[config.mk]
export PLATFORM = sky130hd
export DESIGN_NAME = branch_predictor_flat
export DESIGN_NICKNAME = d
export VERILOG_FILES = /design/src/rtl/branch_predictor_pkg.sv /design/src/rtl/branch_predictor_if.sv /design/src/rtl/branch_predictor_sat_counter.sv /design/src/rtl/branch_predictor.sv /design/src/flat_wrapper.sv
export SDC_FILE = /design/constraint.sdc
export NUM_CORES = 2
export LEC_CHECK = 0
export CELL_PAD_IN_SITES_DETAIL_PLACEMENT = 1
export CELL_PAD_IN_SITES_GLOBAL_PLACEMENT = 2
export CORE_ASPECT_RATIO = 0.7
export CORE_MARGIN = 1
export CORE_UTILIZATION = 42
export DETAILED_ROUTE_END_ITERATION = 8
export PLACE_DENSITY = 0.79
export SLEW_MARGIN = 40
export SYNTH_ARGS = -nofsm -noshare
export SYNTH_HDL_FRONTEND = slang
export SYNTH_SLANG_ARGS = --single-unit
[constraint.sdc]
create_clock -name clk_i -period 6.24 [get_ports clk_i]
set_input_delay 0.624 -clock clk_i [delete_from_list [all_inputs] [get_ports clk_i]]
set_output_delay 0.624 -clock clk_i [all_outputs]
set_load 0.01 [all_outputs]
[src/rtl/branch_predictor_pkg.sv]
// Shared types, constants and index/tag helpers for the branch predictor.
package branch_predictor_pkg;

  // Default geometry; the entry struct below is sized from these constants,
  // so the top-level parameters must keep the same values.
  localparam int BP_DATA_WIDTH  = 64;
  localparam int BP_BTB_ENTRIES = 16;
  localparam int BP_TAG_BITS    = 10;
  localparam int BP_CTR_BITS    = 2;
  localparam int BP_PERF_WIDTH  = 32;

  // Weak states: MSB set with the rest clear, and the value just below it.
  localparam logic [BP_CTR_BITS-1:0] CTR_WEAK_T  = {1'b1, {(BP_CTR_BITS-1){1'b0}}};
  localparam logic [BP_CTR_BITS-1:0] CTR_WEAK_NT = {1'b0, {(BP_CTR_BITS-1){1'b1}}};

  typedef struct packed {
    logic                     valid;
    logic [BP_TAG_BITS-1:0]   tag;
    logic [BP_DATA_WIDTH-1:0] target;
    logic [BP_CTR_BITS-1:0]   ctr;
  } btb_entry_t;

  // Entry index: PC bits [idx_w+1:2]; the low two bits are ignored.
  function automatic logic [31:0] btb_idx(input logic [63:0] pc, input int unsigned idx_w);
    logic [63:0] mask;
    mask = (64'd1 << idx_w) - 64'd1;
    return 32'((pc >> 2) & mask);
  endfunction

  // Tag: the tag_bits PC bits directly above the index field.
  function automatic logic [31:0] btb_tag(input logic [63:0] pc, input int unsigned idx_w,
                                          input int unsigned tag_bits);
    logic [63:0] mask;
    mask = (64'd1 << tag_bits) - 64'd1;
    return 32'((pc >> (idx_w + 2)) & mask);
  endfunction

endpackage

[src/rtl/branch_predictor_if.sv]
// Fetch-lookup, execute-update and perf-counter signals of the branch predictor.
// There is no handshake: the lookup is combinational and always answered, and an
// update is accepted exactly in the cycles where upd_valid_i=1 and stall_i=0.
interface branch_predictor_if #(
  parameter int DATA_WIDTH = 64,
  parameter int PERF_WIDTH = 32
);
  logic [DATA_WIDTH-1:0] lookup_pc_i;
  logic                  pred_taken_o;
  logic [DATA_WIDTH-1:0] pred_target_o;
  logic                  upd_valid_i;
  logic [DATA_WIDTH-1:0] upd_pc_i;
  logic                  upd_taken_i;
  logic [DATA_WIDTH-1:0] upd_target_i;
  logic                  upd_mispredict_i;
  logic                  stall_i;
  logic [PERF_WIDTH-1:0] perf_branches_o;
  logic [PERF_WIDTH-1:0] perf_mispredicts_o;

  // Pipeline side: drives the fetch PC and resolved outcomes.
  modport master (
    output lookup_pc_i, upd_valid_i, upd_pc_i, upd_taken_i, upd_target_i,
           upd_mispredict_i, stall_i,
    input  pred_taken_o, pred_target_o, perf_branches_o, perf_mispredicts_o
  );

  // Predictor side.
  modport slave (
    input  lookup_pc_i, upd_valid_i, upd_pc_i, upd_taken_i, upd_target_i,
           upd_mispredict_i, stall_i,
    output pred_taken_o, pred_target_o, perf_branches_o, perf_mispredicts_o
  );
endinterface

[src/rtl/branch_predictor_sat_counter.sv]
// Next-value logic of an up/down counter that sticks at zero and at all-ones.
module sat_counter #(
  parameter int WIDTH = 2
) (
  input  logic [WIDTH-1:0] value_i,
  input  logic             inc_i,
  input  logic             dec_i,
  output logic [WIDTH-1:0] value_o
);

  // Step by one in the requested direction unless already at that end.
  always_comb begin
    value_o = value_i;
    if (inc_i && !dec_i && (value_i != {WIDTH{1'b1}})) begin
      value_o = value_i + WIDTH'(1);
    end else if (dec_i && !inc_i && (value_i != '0)) begin
      value_o = value_i - WIDTH'(1);
    end
  end

endmodule

[src/rtl/branch_predictor.sv]
// Direct-mapped BTB with per-entry saturating direction counters and perf counters.
module branch_predictor
  import branch_predictor_pkg::*;
#(
  parameter int DATA_WIDTH  = BP_DATA_WIDTH,
  parameter int BTB_ENTRIES = BP_BTB_ENTRIES,
  parameter int TAG_BITS    = BP_TAG_BITS,
  parameter int CTR_BITS    = BP_CTR_BITS,
  parameter int PERF_WIDTH  = BP_PERF_WIDTH
) (
  input  logic               clk_i,
  input  logic               rst_i,
  branch_predictor_if.slave  bp
);

  localparam int IDX_W = $clog2(BTB_ENTRIES);

  btb_entry_t            entries_q [BTB_ENTRIES];
  logic [IDX_W-1:0]      lk_idx, up_idx;
  logic [TAG_BITS-1:0]   lk_tag, up_tag;
  btb_entry_t            lk_e, up_e;
  logic                  lk_hit, up_hit, upd_eff;
  logic [CTR_BITS-1:0]   ctr_d;
  logic [PERF_WIDTH-1:0] perf_br_q, perf_br_d, perf_mis_q, perf_mis_d;

  // Fetch lookup: reads the registered table, so an update in the same cycle is not seen.
  always_comb begin
    lk_idx = IDX_W'(btb_idx(64'(bp.lookup_pc_i), IDX_W));
    lk_tag = TAG_BITS'(btb_tag(64'(bp.lookup_pc_i), IDX_W, TAG_BITS));
    lk_e   = entries_q[lk_idx];
    lk_hit = lk_e.valid && (lk_e.tag == lk_tag);
    bp.pred_taken_o  = lk_hit && lk_e.ctr[CTR_BITS-1];
    bp.pred_target_o = bp.pred_taken_o ? lk_e.target : bp.lookup_pc_i + DATA_WIDTH'(4);
  end

  // Decode the update slot and decide whether it lands this cycle.
  always_comb begin
    up_idx  = IDX_W'(btb_idx(64'(bp.upd_pc_i), IDX_W));
    up_tag  = TAG_BITS'(btb_tag(64'(bp.upd_pc_i), IDX_W, TAG_BITS));
    up_e    = entries_q[up_idx];
    up_hit  = up_e.valid && (up_e.tag == up_tag);
    upd_eff = bp.upd_valid_i && !bp.stall_i;
  end

  // Only one entry trains per cycle, so one direction-counter adder is enough.
  sat_counter #(.WIDTH(CTR_BITS)) u_dir_ctr (
    .value_i (up_e.ctr),
    .inc_i   (bp.upd_taken_i),
    .dec_i   (!bp.upd_taken_i),
    .value_o (ctr_d)
  );

  sat_counter #(.WIDTH(PERF_WIDTH)) u_perf_br (
    .value_i (perf_br_q),
    .inc_i   (upd_eff),
    .dec_i   (1'b0),
    .value_o (perf_br_d)
  );

  sat_counter #(.WIDTH(PERF_WIDTH)) u_perf_mis (
    .value_i (perf_mis_q),
    .inc_i   (upd_eff && bp.upd_mispredict_i),
    .dec_i   (1'b0),
    .value_o (perf_mis_d)
  );

  // Table write: train on hit, allocate on taken miss; tag/target are gated by valid.
  always_ff @(posedge clk_i) begin
    if (rst_i) begin
      for (int i = 0; i < BTB_ENTRIES; i++) begin
        entries_q[i].valid <= 1'b0;
        entries_q[i].ctr   <= CTR_WEAK_NT;
      end
    end else if (upd_eff) begin
      if (up_hit) begin
        entries_q[up_idx].ctr <= ctr_d;
        if (bp.upd_taken_i) begin
          entries_q[up_idx].target <= bp.upd_target_i;
        end
      end else if (bp.upd_taken_i) begin
        entries_q[up_idx].valid  <= 1'b1;
        entries_q[up_idx].tag    <= up_tag;
        entries_q[up_idx].target <= bp.upd_target_i;
        entries_q[up_idx].ctr    <= CTR_WEAK_T;
      end
    end
  end

  // Performance counter registers.
  always_ff @(posedge clk_i) begin
    if (rst_i) begin
      perf_br_q  <= '0;
      perf_mis_q <= '0;
    end else begin
      perf_br_q  <= perf_br_d;
      perf_mis_q <= perf_mis_d;
    end
  end

  assign bp.perf_branches_o    = perf_br_q;
  assign bp.perf_mispredicts_o = perf_mis_q;

endmodule
[src/flat_wrapper.sv]
// flat-port wrapper written by rule: the top's interface ports become plain ports
module branch_predictor_flat import branch_predictor_pkg::*;
#(
  parameter int DATA_WIDTH  = BP_DATA_WIDTH,
  parameter int BTB_ENTRIES = BP_BTB_ENTRIES,
  parameter int TAG_BITS    = BP_TAG_BITS,
  parameter int CTR_BITS    = BP_CTR_BITS,
  parameter int PERF_WIDTH  = BP_PERF_WIDTH
)
  (clk_i, rst_i, bp_lookup_pc_i, bp_upd_valid_i, bp_upd_pc_i, bp_upd_taken_i, bp_upd_target_i, bp_upd_mispredict_i, bp_stall_i, bp_pred_taken_o, bp_pred_target_o, bp_perf_branches_o, bp_perf_mispredicts_o);
  branch_predictor_if #(.DATA_WIDTH(DATA_WIDTH), .PERF_WIDTH(PERF_WIDTH)) bp_i ();
  input  logic clk_i;
  input  logic rst_i;
  input wire logic [$bits(bp_i.lookup_pc_i)-1:0] bp_lookup_pc_i;
  input wire logic [$bits(bp_i.upd_valid_i)-1:0] bp_upd_valid_i;
  input wire logic [$bits(bp_i.upd_pc_i)-1:0] bp_upd_pc_i;
  input wire logic [$bits(bp_i.upd_taken_i)-1:0] bp_upd_taken_i;
  input wire logic [$bits(bp_i.upd_target_i)-1:0] bp_upd_target_i;
  input wire logic [$bits(bp_i.upd_mispredict_i)-1:0] bp_upd_mispredict_i;
  input wire logic [$bits(bp_i.stall_i)-1:0] bp_stall_i;
  output wire logic [$bits(bp_i.pred_taken_o)-1:0] bp_pred_taken_o;
  output wire logic [$bits(bp_i.pred_target_o)-1:0] bp_pred_target_o;
  output wire logic [$bits(bp_i.perf_branches_o)-1:0] bp_perf_branches_o;
  output wire logic [$bits(bp_i.perf_mispredicts_o)-1:0] bp_perf_mispredicts_o;
  assign bp_i.lookup_pc_i = bp_lookup_pc_i;
  assign bp_i.upd_valid_i = bp_upd_valid_i;
  assign bp_i.upd_pc_i = bp_upd_pc_i;
  assign bp_i.upd_taken_i = bp_upd_taken_i;
  assign bp_i.upd_target_i = bp_upd_target_i;
  assign bp_i.upd_mispredict_i = bp_upd_mispredict_i;
  assign bp_i.stall_i = bp_stall_i;
  assign bp_pred_taken_o = bp_i.pred_taken_o;
  assign bp_pred_target_o = bp_i.pred_target_o;
  assign bp_perf_branches_o = bp_i.perf_branches_o;
  assign bp_perf_mispredicts_o = bp_i.perf_mispredicts_o;
  branch_predictor #(.DATA_WIDTH(DATA_WIDTH), .BTB_ENTRIES(BTB_ENTRIES), .TAG_BITS(TAG_BITS), .CTR_BITS(CTR_BITS), .PERF_WIDTH(PERF_WIDTH)) u_core (.clk_i(clk_i), .rst_i(rst_i), .bp(bp_i));
endmodule
==> results.sh <==
export IMPL_fin_crit_ns=5.34
export IMPL_clock_sinks=1296
export IMPL_critPathKind="in -> out"
export IMPL_place_inst=4618
export IMPL_yosys_register_bits=1296
export IMPL_outcome="finished, final reports clean"
export IMPL_clockRootBuffer="clkbuf_16"
export IMPL_ys_flop_type="edfxtp_1"
export IMPL_drv_cap=0
export IMPL_cp_slowest_cell="or4_1"
export IMPL_synth_top_family_by_area="multiplexers"
export IMPL_die_width_um=429
export IMPL_cpLargestDelayFamily="simple AND/OR/NAND/NOR gates"
export IMPL_ys_types=67
export IMPL_num_fill_cells=11500
export IMPL_vias=28500
export IMPL_power_leakage_nw=19.7
export IMPL_cts_tree="built"
export IMPL_ys_warn_count=0
export IMPL_io_buffers=276
export IMPL_rows=109
export IMPL_cp_cell_sequence="clkdlybuf4s50_1 -> and4_1 -> nand2_1 -> or4_1 -> nor3_1 -> buf_4 -> nand3_1 -> xnor2_1 -> mux2_2 -> clkdlybuf4s50_1"
export IMPL_arrival_ns=4.72
export IMPL_path_buf_inv=3
export IMPL_cp_data_required_time_ns=5.62
export IMPL_drc_errors=0
export IMPL_cts_hold_buf=0
export IMPL_synth_edf_count=1216
export IMPL_antenna_found_initial=20
export IMPL_holdCritPathClass="in -> reg"
export IMPL_report_final_slew_viol_count=0
export IMPL_tightest_slew_ns=0.866
export IMPL_syn_avg_cell_area_sq_um=19.6
export IMPL_clkLatencyLatePin_ns=0.75
export IMPL_max_freq_ghz=0.187
export IMPL_fin_crit_sh_pct=85.6
export IMPL_coreArea_sq_um=127000
export IMPL_synthAdderAreaFrac_pct=0.117
export IMPL_routedWlPerCell_um=29.8
export IMPL_finClkSkew_ns=0.0389
export IMPL_synthToLayoutAreaGrowth_pct=17.4
export IMPL_rsz0062_at_grt="false"
export IMPL_synthCells=2741
export IMPL_stdcell_count=4855
export IMPL_worst_slew_margin_rel_pct=42.3
export IMPL_grt_pass1_wl_um=209000
export IMPL_ctsResizeCount=0
export IMPL_pin_count=327
export IMPL_die_h_um=301
export IMPL_grt_overflow_total=0
export IMPL_crit_path_max_fanout=5
export IMPL_wl_um=145000
export IMPL_synth_seq_area_share_pct=71.0
export IMPL_vdd_ir_drop_worst_v=0.000264
export IMPL_worstSetupEndpointType="output pin"
export IMPL_critPathMostFrequentCell="clkdlybuf4s50_1"
export IMPL_place_gp_congestion=0.840
export IMPL_first_global_vias=30100
export IMPL_synth_compound_area_share_pct=1.91
export IMPL_critical_path_max_stage_delay_ns=0.79
export IMPL_cts_buffers_inserted=121
export IMPL_powerDensity_nw_per_um2=288
export IMPL_clk_pin_slew_ns=0.07
export IMPL_post_cts_buffers=0
export IMPL_synthSimpleGateAreaFrac_pct=3.89
export IMPL_first_iter_violations=2879
export IMPL_fin_setup_tns_ns=0
export IMPL_start_kind="input pin"
export IMPL_track_usage_pct=22.3
export IMPL_drive_above_1_share_pct=24.5
export IMPL_syn_num_nets=2944
export IMPL_die_area_sq_um=129000
export IMPL_synth_cell_area_sq_um=53700
export IMPL_setup_viol=0
export IMPL_synthMuxAreaShare_pct=19.2
export IMPL_synthArstFlopShare_pct=0
export IMPL_finalHoldViolations=0
export IMPL_fin_nets=3280
export IMPL_vias_per_cell=5.88
export IMPL_cts_buffer_depth=3
export IMPL_start_util_pct=42.4
export IMPL_ant_nets=0
export IMPL_cts_max_level=3
export IMPL_dr_pass1_iters=6
export IMPL_synthXorXnorAreaFrac_pct=2.32
export IMPL_grt_start_max_net_pins=141
export IMPL_detailed_place_hpwl_um=85200
cell families (layout without fill, tap and decap cells):
kind of cell | after synthesis | in the layout
other | 0 | 7
flip-flops | 1296 | 1296
buffers and inverters | 195 | 637
AND/OR/NAND/NOR | 428 | 428
XOR/XNOR | 142 | 142
adder cells (fa/ha/maj) | 5 | 5
AO/OA/AOI/OAI | 153 | 153
multiplexers | 522 | 522
worst reg2reg max path: stages (launching register included):
cell and delay, ns:
edfxtp_1 0.39, mux4_2 0.50, xor2_1 0.16, a221oi_1 0.61, o2111a_1 0.31, o21ai_1 0.08
or4b_1 0.81, or3_1 0.83, a21oi_1 0.31
synth_stat cells (all sizes together) (3+ instances only):
cell | number | area (sq um)
a22o | 3 | 26.3
clkbuf | 89 | 335
a21oi | 35 | 198
a221oi | 8 | 70.1
xnor2 | 82 | 718
edfxtp | 1216 | 36500
mux4 | 397 | 8970
nor2b | 9 | 56.3
nor2 | 120 | 450
or2 | 6 | 37.5
nand2 | 100 | 375
a211oi | 3 | 22.5
and3 | 17 | 106
nand4 | 30 | 188
nand3 | 60 | 300
and4 | 13 | 114
buf | 59 | 318
inv | 47 | 176
o21ai | 25 | 125
mux2i | 56 | 561
dfxtp | 80 | 1600
and2 | 10 | 62.6
mux2 | 69 | 777
o211ai | 5 | 37.5
xor2 | 60 | 526
o21bai | 27 | 203
a22oi | 8 | 60.1
nor3 | 22 | 115
ha | 5 | 62.6
nor4 | 11 | 75.1
o22ai | 23 | 144
nand2b | 8 | 50.1
or3 | 12 | 75.1
final timing paths:
path	from	endpoint	slack [ns]	cells after the start
worst min register to register	u_core.entries_q[3][76]	u_core.entries_q[3][76]	0.49	2
worst min-delay path	rst_i	u_core.entries_q[3][76]	0.35	2
worst max register to register	u_core.entries_q[15][72]	u_core.entries_q[6][1]	2.05	8
worst max-delay path	bp_lookup_pc_i[12]	bp_pred_target_o[60]	0.90	10
cells in the final DEF, fill, tap and decap left out, types with 29 or more instances in the layout:
cell	n
clkdlybuf4s50_1	268
nand2_1	100
mux4_2	388
clkinv_2	30
xor2_1	59
nand3_1	59
nor2_1	108
mux2i_1	56
xnor2_1	82
clkbuf_16	122
dfxtp_1	80
nand4_1	30
mux2_2	69
a21oi_1	29
edfxtp_1	1216
inv_1	39
buf_4	57
layer usage:
metal / global-route usage [%] / share of wire, % / vias up / routed length (um)
met5: 0 / 0.068 / - / 99
met4: 6.49 / 2.4 / 16 / 3440
met3: 3.91 / 6.3 / 203 / 9180
met2: 36.7 / 49 / 1010 / 71300
met1: 30.7 / 42 / 15400 / 60700
li1: - / - / 11900 / -
layout make-up:
type	instances	area, sq um	share of cell area, %
clock buffer	140	3120	4.95
inverter	47	186	0.296
tap	1665	2080	3.31
antenna	7	17.5	0.0278
sequential	1296	38100	60.5
clock inverter	89	911	1.45
timing repair buffer	361	3710	5.88
multi-input combinational	1250	14900	23.6
power by group:
group	total (mW)	internal, mW	switching [mW]	leakage [nW]
Clock	7.53	4.22	3.31	1.96
Combinational	1.08	0.500	0.580	6.18
Sequential	9.56	9.54	0.0207	11.6
flip-flops by register name, summed over array words and instances (netlist names):
name                          flops
u_core.bp.perf_mispredicts_o     32
u_core.bp.perf_branches_o        32
u_core.entries_q               1232
metrics by stage:
stage / power [mW] / util, % / cell area (sq um) / hold WS [ns] / setup WS (ns)
2_1_floorplan: 10.3 / - / 53700 / 0.450 / 0.834
6_report: 18.2 / 49.8 / 63000 / 0.347 / 0.897
4_1_cts: 18.3 / 49.7 / 63000 / 0.277 / 0.850
3_5_place_dp: 10.8 / 46.6 / 58900 / 0.474 / 0.880
5_1_grt: 18.7 / 49.8 / 63000 / 0.334 / 0.827
3_3_place_gp: 10.8 / 46.5 / 58900 / 0.464 / 0.824
Note: power is estimated with default switching activity, not from simulation.
